$ cat src/rtl/frame_save_controller.sv
// rtl/frame_save_controller.sv - 2:1 decimating frame grabber feeding a frame store through a small write FIFO.
// Optional macro FRAME_SAVE_CHECKSUM_EN adds a 16-bit running sum of written pixels.
module frame_save_controller #(
  parameter int IMG_WIDTH  = 320,
  parameter int IMG_HEIGHT = 240,
  parameter int FIFO_DEPTH = 4
) (
  input  logic                                    clk,
  input  logic                                    reset,
  input  logic                                    pclk,
  input  logic                                    save_req,
  input  logic                                    v_sync,
  input  logic                                    DE,
  input  logic [9:0]                              x_pixel,
  input  logic [9:0]                              y_pixel,
  input  logic [3:0]                              pix_r,
  input  logic [3:0]                              pix_g,
  input  logic [3:0]                              pix_b,
  output logic                                    wr_valid,
  input  logic                                    wr_ready,
  output logic [$clog2(IMG_WIDTH*IMG_HEIGHT)-1:0] wr_addr,
  output logic [11:0]                             wr_data,
  output logic                                    busy,
  output logic                                    done,
  output logic                                    overrun
`ifdef FRAME_SAVE_CHECKSUM_EN
  ,
  output logic [15:0]                             checksum
`endif
);
  localparam int NPIX = IMG_WIDTH * IMG_HEIGHT;
  localparam int AW   = $clog2(NPIX);
  localparam int CW   = $clog2(NPIX + 1);
  localparam int PW   = $clog2(FIFO_DEPTH);
  localparam logic [10:0]   X_LIM    = 11'(2 * IMG_WIDTH);
  localparam logic [10:0]   Y_LIM    = 11'(2 * IMG_HEIGHT);
  localparam logic [CW-1:0] LAST     = CW'(NPIX - 1);
  localparam logic [PW:0]   FULL_CNT = (PW + 1)'(FIFO_DEPTH);

  typedef enum logic [1:0] {IDLE, WAIT_VS, CAPTURE, DRAIN} state_t;

  state_t            state_q;
  logic              vs_q;
  logic [CW-1:0]     cnt_q;
  logic [AW+11:0]    mem_q [FIFO_DEPTH];
  logic [PW-1:0]     rd_q;
  logic [PW-1:0]     wr_q;
  logic [PW:0]       fill_q;
  logic              busy_q;
  logic              done_q;
  logic              ovr_q;
`ifdef FRAME_SAVE_CHECKSUM_EN
  logic [15:0]       csum_q;
`endif

  logic              empty;
  logic              full;
  logic              vs_fall;
  logic              sample;
  logic              pop;
  logic              push;
  logic [CW-1:0]     cnt_d;
  logic [PW:0]       fill_d;
  logic [AW+11:0]    head;

  always_comb begin
    empty   = (fill_q == '0);
    full    = (fill_q == FULL_CNT);
    vs_fall = vs_q & ~v_sync;
    sample  = (state_q == CAPTURE) & pclk & DE & ~x_pixel[0] & ~y_pixel[0] &
              ({1'b0, x_pixel} < X_LIM) & ({1'b0, y_pixel} < Y_LIM);
    pop     = ~empty & wr_ready;
    // A full FIFO still takes a sample when the head leaves on the same edge.
    push    = sample & (~full | pop);
    cnt_d   = cnt_q + CW'(1);
    fill_d  = fill_q + (PW + 1)'(push) - (PW + 1)'(pop);
    head    = mem_q[rd_q];
  end

  assign wr_valid = ~empty;
  assign wr_addr  = head[AW+11:12];
  assign wr_data  = head[11:0];
  assign busy     = busy_q;
  assign done     = done_q;
  assign overrun  = ovr_q;
`ifdef FRAME_SAVE_CHECKSUM_EN
  assign checksum = csum_q;
`endif

  always_ff @(posedge clk or posedge reset) begin
    if (reset) begin
      state_q <= IDLE;
      vs_q    <= 1'b1;
      cnt_q   <= '0;
      rd_q    <= '0;
      wr_q    <= '0;
      fill_q  <= '0;
      busy_q  <= 1'b0;
      done_q  <= 1'b0;
      ovr_q   <= 1'b0;
      for (int i = 0; i < FIFO_DEPTH; i++) mem_q[i] <= '0;
`ifdef FRAME_SAVE_CHECKSUM_EN
      csum_q  <= '0;
`endif
    end else begin
      vs_q   <= v_sync;
      done_q <= 1'b0;
      fill_q <= fill_d;
      if (push) begin
        // The address is the sample index, so drops never shift later pixels.
        mem_q[wr_q] <= {cnt_q[AW-1:0], pix_r, pix_g, pix_b};
        wr_q        <= wr_q + PW'(1);
      end
      if (pop) begin
        rd_q <= rd_q + PW'(1);
`ifdef FRAME_SAVE_CHECKSUM_EN
        csum_q <= csum_q + {4'h0, head[11:0]};
`endif
      end
      case (state_q)
        IDLE: begin
          if (save_req) begin
            state_q <= WAIT_VS;
            busy_q  <= 1'b1;
            ovr_q   <= 1'b0;
            cnt_q   <= '0;
`ifdef FRAME_SAVE_CHECKSUM_EN
            csum_q  <= '0;
`endif
          end
        end
        WAIT_VS: begin
          if (vs_fall) state_q <= CAPTURE;
        end
        CAPTURE: begin
          if (sample) begin
            cnt_q <= cnt_d;
            if (!push) ovr_q <= 1'b1;
            if (cnt_q == LAST) state_q <= DRAIN;
          end
        end
        DRAIN: begin
          if (empty) begin
            state_q <= IDLE;
            busy_q  <= 1'b0;
            done_q  <= 1'b1;
          end
        end
        default: state_q <= IDLE;
      endcase
    end
  end
endmodule
$ cat config.mk
export PLATFORM = sky130hd
export DESIGN_NAME = frame_save_controller
export DESIGN_NICKNAME = d
export VERILOG_FILES = /design/src/rtl/frame_save_controller.sv
export SDC_FILE = /design/constraint.sdc
export NUM_CORES = 1
export LEC_CHECK = 0
export ABC_AREA = 1
export ABC_CLOCK_PERIOD_IN_PS = 9650
export BUFFER_PORTS_ARGS = -buffer_cell sky130_fd_sc_hd__buf_4
export CORE_ASPECT_RATIO = 0.9
export CORE_MARGIN = 10
export CORE_UTILIZATION = 41
export DETAILED_ROUTE_END_ITERATION = 8
export GPL_TIMING_DRIVEN = 0
export PLACE_DENSITY = 0.67
export RECOVER_POWER = 100
export SLEW_MARGIN = 20
export SYNTH_ARGS = -nofsm -noshare
export SYNTH_HDL_FRONTEND = slang
export SYNTH_SLANG_ARGS = --single-unit
$ cat constraint.sdc
create_clock -name clk -period 9.65 [get_ports clk]
set_clock_uncertainty 0.15 [all_clocks]
set_input_delay 0.965 -clock clk [delete_from_list [all_inputs] [get_ports clk]]
set_output_delay 0.965 -clock clk [all_outputs]
set_load 0.01 [all_outputs]
### Word-level counts from Yosys, hierarchy flattened

Cells that the tools add are included.
W data, S select, Z words.

* flip-flop bits (word level): 146
* input bits: 39
* output and inout bits: 33
* logic and storage cells: 84

* add/sub/neg operators: 5
* order comparisons: 5
* eq/ne operators: 11
* multiplexer cells: 24
* bitwise logic cells: 17
* reduce and logical (&&, ||, !) cells: 9

Operator list (number)
* $bwmux W116: 1
* $mux W29: 3
* $bmux W29 S2: 1
* $demux W29 S2: 1
* $mux W17: 2
* $pmux W17 S2: 1
* $add A17 B1 Y17 const B: 1
* $eq A17 B17 Y1 const B: 1
* $lt A10 B10 Y1 const B: 1
* $lt A10 B9 Y1 const B: 1
* $mux W2: 5
* $ne A2 B2 Y1 const B: 5
* $and A1 B1 Y1: 9
* $pmux W2 S4: 1
* $mux W1: 7
* $ge A3 B3 Y1 const B: 2
* $not A2 Y3: 2
* $reduce_and A3 Y1: 2
* $not A1 Y1: 5
* $reduce_and A5 Y1: 1
* $add A2 B1 Y2 const B: 2
* $eq A2 B2 Y1 const B: 2
* $pmux W1 S2: 2
* $reduce_and A4 Y1: 1
* 11 further kinds: 12

### Depth between registers and ports, before layout

* depth after elaboration: 11
* mapped depth: 18
* gate-level depth less buffers: 16

### Worst setup path after synthesis

Ideal clock, no wire load.

* kind: in2reg
* start point: input port x_pixel[0]
* end point: register fill_q[2]
* setup time: 0.129 ns
* arrival time: 2.846 ns
* data required time: 9.371 ns
* path slack: 6.525 ns
* cell stages on the path: 15
* path buffers: 2
* path through: nor2_1 -> nand2_1 -> nor2_1 -> nand2_1 -> inv_2 -> nand2_4 -> buf_6 -> buf_4 -> ha_1 -> inv_1 -> ha_1 -> inv_1 -> fa_1 -> xnor2_1 -> xor2_1

* word-level cells in the longest chain between the ends: 8
* elaborated cells on any way between the ends: 9
* those cells by class: add/sub: 2; order compare: 1; bitwise: 6

RTL lines
* start, declared: RTL line 14 `input logic [9:0] x_pixel,`
* parallel branches: the longest is 3 deep, another holds $lt A10 B10 Y1
* $and A1 B1 Y1 *: RTL line 70 `sample = (state_q == CAPTURE) & pclk & DE & ~x_pixel[0] & ~y_pixel[0] &`
* $and A1 B1 Y1 *: RTL line 71 `({1'b0, x_pixel} < X_LIM) & ({1'b0, y_pixel} < Y_LIM);`
* $and A1 B1 Y1 *: RTL line 74 `push = sample & (~full | pop);`
* $add A3 B1 Y3 *: RTL line 76 `fill_d = fill_q + (PW + 1)'(push) - (PW + 1)'(pop);`
* $sub A3 B1 Y3 *: RTL line 76
* named net fill_d[2]: RTL line 63 `logic [PW:0] fill_d;`
* end signal, assigned: RTL line 108 `fill_q <= fill_d;`
* end, declared: RTL line 48 `logic [PW:0] fill_q;`

Mark *: on every way through the listed nets, which the timed path passes.
A chain may end at the register's enable or synchronous reset.

### Final worst setup path

* start point: register state_q[0]
* end point: register fill_q[2]

* word-level cells in the longest chain between the ends: 10

RTL lines
* start, declared: RTL line 42 `state_t state_q;`
* start signal, assigned: RTL line 92 `state_q <= IDLE;`
* start signal, assigned: RTL line 123 `state_q <= WAIT_VS;`
* start signal, assigned: RTL line 133 `if (vs_fall) state_q <= CAPTURE;`
* $eq A2 B2 Y1: RTL line 70
* $and A1 B1 Y1 (5 in series): RTL line 70
* $and A1 B1 Y1: RTL line 71
* $and A1 B1 Y1: RTL line 74
* $add A3 B1 Y3: RTL line 76
* $sub A3 B1 Y3: RTL line 76
* named net fill_d[2]: RTL line 63

The timed path passes the listed nets, and every way through them passes these cells.

==> run metrics <==
status finished with violations; failing checks capacitance limit, slew limit; post-placement cell area 8100 um2; RSZ-0062 raised after global routing no; final worst path period share 0.442; worst-margin pin slew 2.29 ns; clock slew seen by the registers of the worst setup and hold paths 0.06 ns; DPL Wire Length 14.0 mm; Port Buffer Count 61; TritonCTS clock tree built; number of max-cap violations 1; Final Max Slew Viols 50; Post-synth EDFFs 0; largest net degree at the start of global routing 98; vias 6,620; Syn-to-layout area delta 17.0%; GR Overflow Total 0; pwr/cell area 255 nW/um2; grt peak-use layer met2; htree depth 4; gpl congestion 0.868; First-pass DRT Iterations 6; Seq/Total Area, Yosys 0.501; Initial Util 0.416; initial antenna violation count 0; met1 GRT Util 0.240; setup total negative slack 0 ns; Residual DRC 0; peak supply drop 0.134 mV; post-route cell area 8540 um2; Final Critical Period 4.26 ns; NumNets Final 1,073; TritonCTS Buffers 17; Peak Freq 0.235 GHz; Die X 161 um; post-synth cell types 30; cts repair resizes 0; syn avg cell area 7.77 um2; core box area 17,600 um2; CTS max path bufs 2; Rows 46; Slew HR -0.533; main flop type after synthesis dfrtp_1; hold slack 0.326 ns; Post-CTS Setup Inserts 0; async set or reset register ratio after synthesis 1.00; number of global-route vias before repair 6,429; Routed Antenna Nets 0; global-route wire length before repair 34.1 mm; hold_buf cts 0; global-route usage over all layers 0.178; drt total wl 20.8 mm; Yosys reg bits 146; Setup WS post-layout 5.39 ns; clk sinks 146; data required time of the critical path 9.84 ns; Syn Inst Count 940; vias per cell 5.20; Setup violations, final 0; diode count 0; met3 Usage GRT 0.0453; M2 GR Usage 0.274; fill cell count 1,739; clock latency on the worst-skew pair 0.42 ns; synthesized area 7300 um2; die height 147 um; Worst setup EP type register; die area 23,600 um2; CTS root buffer clkbuf_16; startpoint types register; drt initial violations 742; share of layout cells above drive strength 1 0.0764; DR WL/cell 16.3 um; Fin. Hold Viols 0; CP arrival 4.45 ns; I/O pin cnt 72; worst hold path type register to register; YS warnings 0; synthesized net count 992; Pleak 0.00432 uW; Setup WS pre-CTS 6.09 ns; CP Class register to register; CP Max Fanout 10
-- where the power goes --
| group | internal (uW) | switching (uW) | total [uW] | leakage (uW) |
|---|---|---|---|---|
| Sequential | 668 | 31.0 | 699 | 0.00191 |
| Combinational | 213 | 556 | 769 | 0.00211 |
| Clock | 460 | 252 | 713 | 0.000307 |
| Total | 1340 | 839 | 2180 | 0.00432 |
-- stage by stage --
step                      power [uW]  cells  utilization
after floorplan                 1190    940            -
after global placement          1550   1241        0.459
after detailed placement        1560   1242        0.461
after CTS                       2280   1274        0.498
after global routing            2320   1274        0.487
final                           2180   1274        0.487
-- worst max-delay path: stages, from the launching register on --
cell      delay [ns]
dfrtp_1         0.39
inv_1           0.09
ha_1            0.28
inv_1           0.20
nor2_2          0.05
nand2_1         0.06
nor2_1          0.04
nand2_1         0.11
inv_1           0.09
nand2_1         0.32
clkbuf_1        0.52
clkbuf_1        0.52
ha_1            0.33
inv_1           0.06
ha_1            0.13
inv_1           0.05
fa_1            0.38
xnor2_1         0.20
xor2_1          0.21
-- area by class of cell --
cell class,instances,area (um2),share of cell area
sequential,146,3650,0.428
multi-input combinational,663,3050,0.357
clock buffer,24,492,0.0576
timing repair buffer,62,365,0.0428
buffer,72,304,0.0356
tap,240,300,0.0352
inverter,59,223,0.0261
clock inverter,8,149,0.0174
-- cell usage after synthesis, drive strengths merged (6+ instances only) --
library cell  count  share of area
nand3            21          0.014
nand2           283           0.15
inv              59          0.030
o21ai           209           0.14
nor2             78          0.042
nand4             6         0.0051
buf              29          0.026
dfrtp           145           0.50
a21oi            21          0.014
o22ai            10         0.0086
clkbuf           43          0.022
xor2             11          0.013
ha               12          0.021
-- registers in the layout, summed over array words and instances, names as in the netlist --
| name | cells |
|---|---|
| rd_q | 2 |
| overrun | 1 |
| vs_q | 1 |
| busy | 1 |
| mem_q | 116 |
| cnt_q | 17 |
| state_q | 2 |
| wr_q | 2 |
| fill_q | 3 |
| done | 1 |
-- path summary, 6_finish.rpt --
| check | from | endpoint | slack [ns] | depth (start not counted) |
|---|---|---|---|---|
| worst min register to register | mem_q[11]$_DFFE_PP0P_ | mem_q[11]$_DFFE_PP0P_ | 0.33 | 2 |
| worst max-delay path | state_q[0]$_DFFE_PP0P_ | fill_q[2]$_DFF_PP0_ | 5.39 | 18 |
| min in group asynchronous | reset | mem_q[98]$_DFFE_PP0P_ | 1.02 | 2 |
| max in group asynchronous | reset | mem_q[88]$_DFFE_PP0P_ | 7.09 | 3 |
| worst min-delay path | mem_q[11]$_DFFE_PP0P_ | mem_q[11]$_DFFE_PP0P_ | 0.33 | 2 |
| worst max register to register | state_q[0]$_DFFE_PP0P_ | fill_q[2]$_DFF_PP0_ | 5.39 | 18 |
-- cells in the final DEF, fill, tap and decap left out, types with 2 or more instances in the layout --
cell and n:
nand2_1 283, o21ai_0 184, dfrtp_1 145, clkbuf_1 93, nor2_1 75, inv_1 58
buf_4 29, o21ai_1 25, nand3_1 21, a21oi_1 21, clkbuf_16 17, ha_1 12
xor2_1 11, o22ai_1 10, buf_2 9, nand4_1 6, nor3_1 4, bufinv_16 4
clkbuf_8 4, nor2_2 3, or2_2 2, buf_6 2, a31oi_1 2, clkinvlp_4 2
clkbuf_4 2
-- logic make-up (layout without fill, tap and decap cells) --
logic type	count (synthesis)	count (layout)	share of synthesized area
adder cells (fa/ha/maj)	13	13	0.0233
AO/OA/AOI/OAI	242	242	0.168
buffers and inverters	131	225	0.0790
XOR/XNOR	12	12	0.0144
flip-flops	146	146	0.501
AND/OR/NAND/NOR	396	396	0.215
-- layer usage --
| metal | wire length [um] | up-vias |
|---|---|---|
| met5 | 0 | - |
| met4 | 289 | 0 |
| met3 | 1390 | 21 |
| met2 | 9690 | 224 |
| met1 | 9430 | 3186 |
| li1 | - | 3189 |
Note: power is estimated with default switching activity, not from simulation.
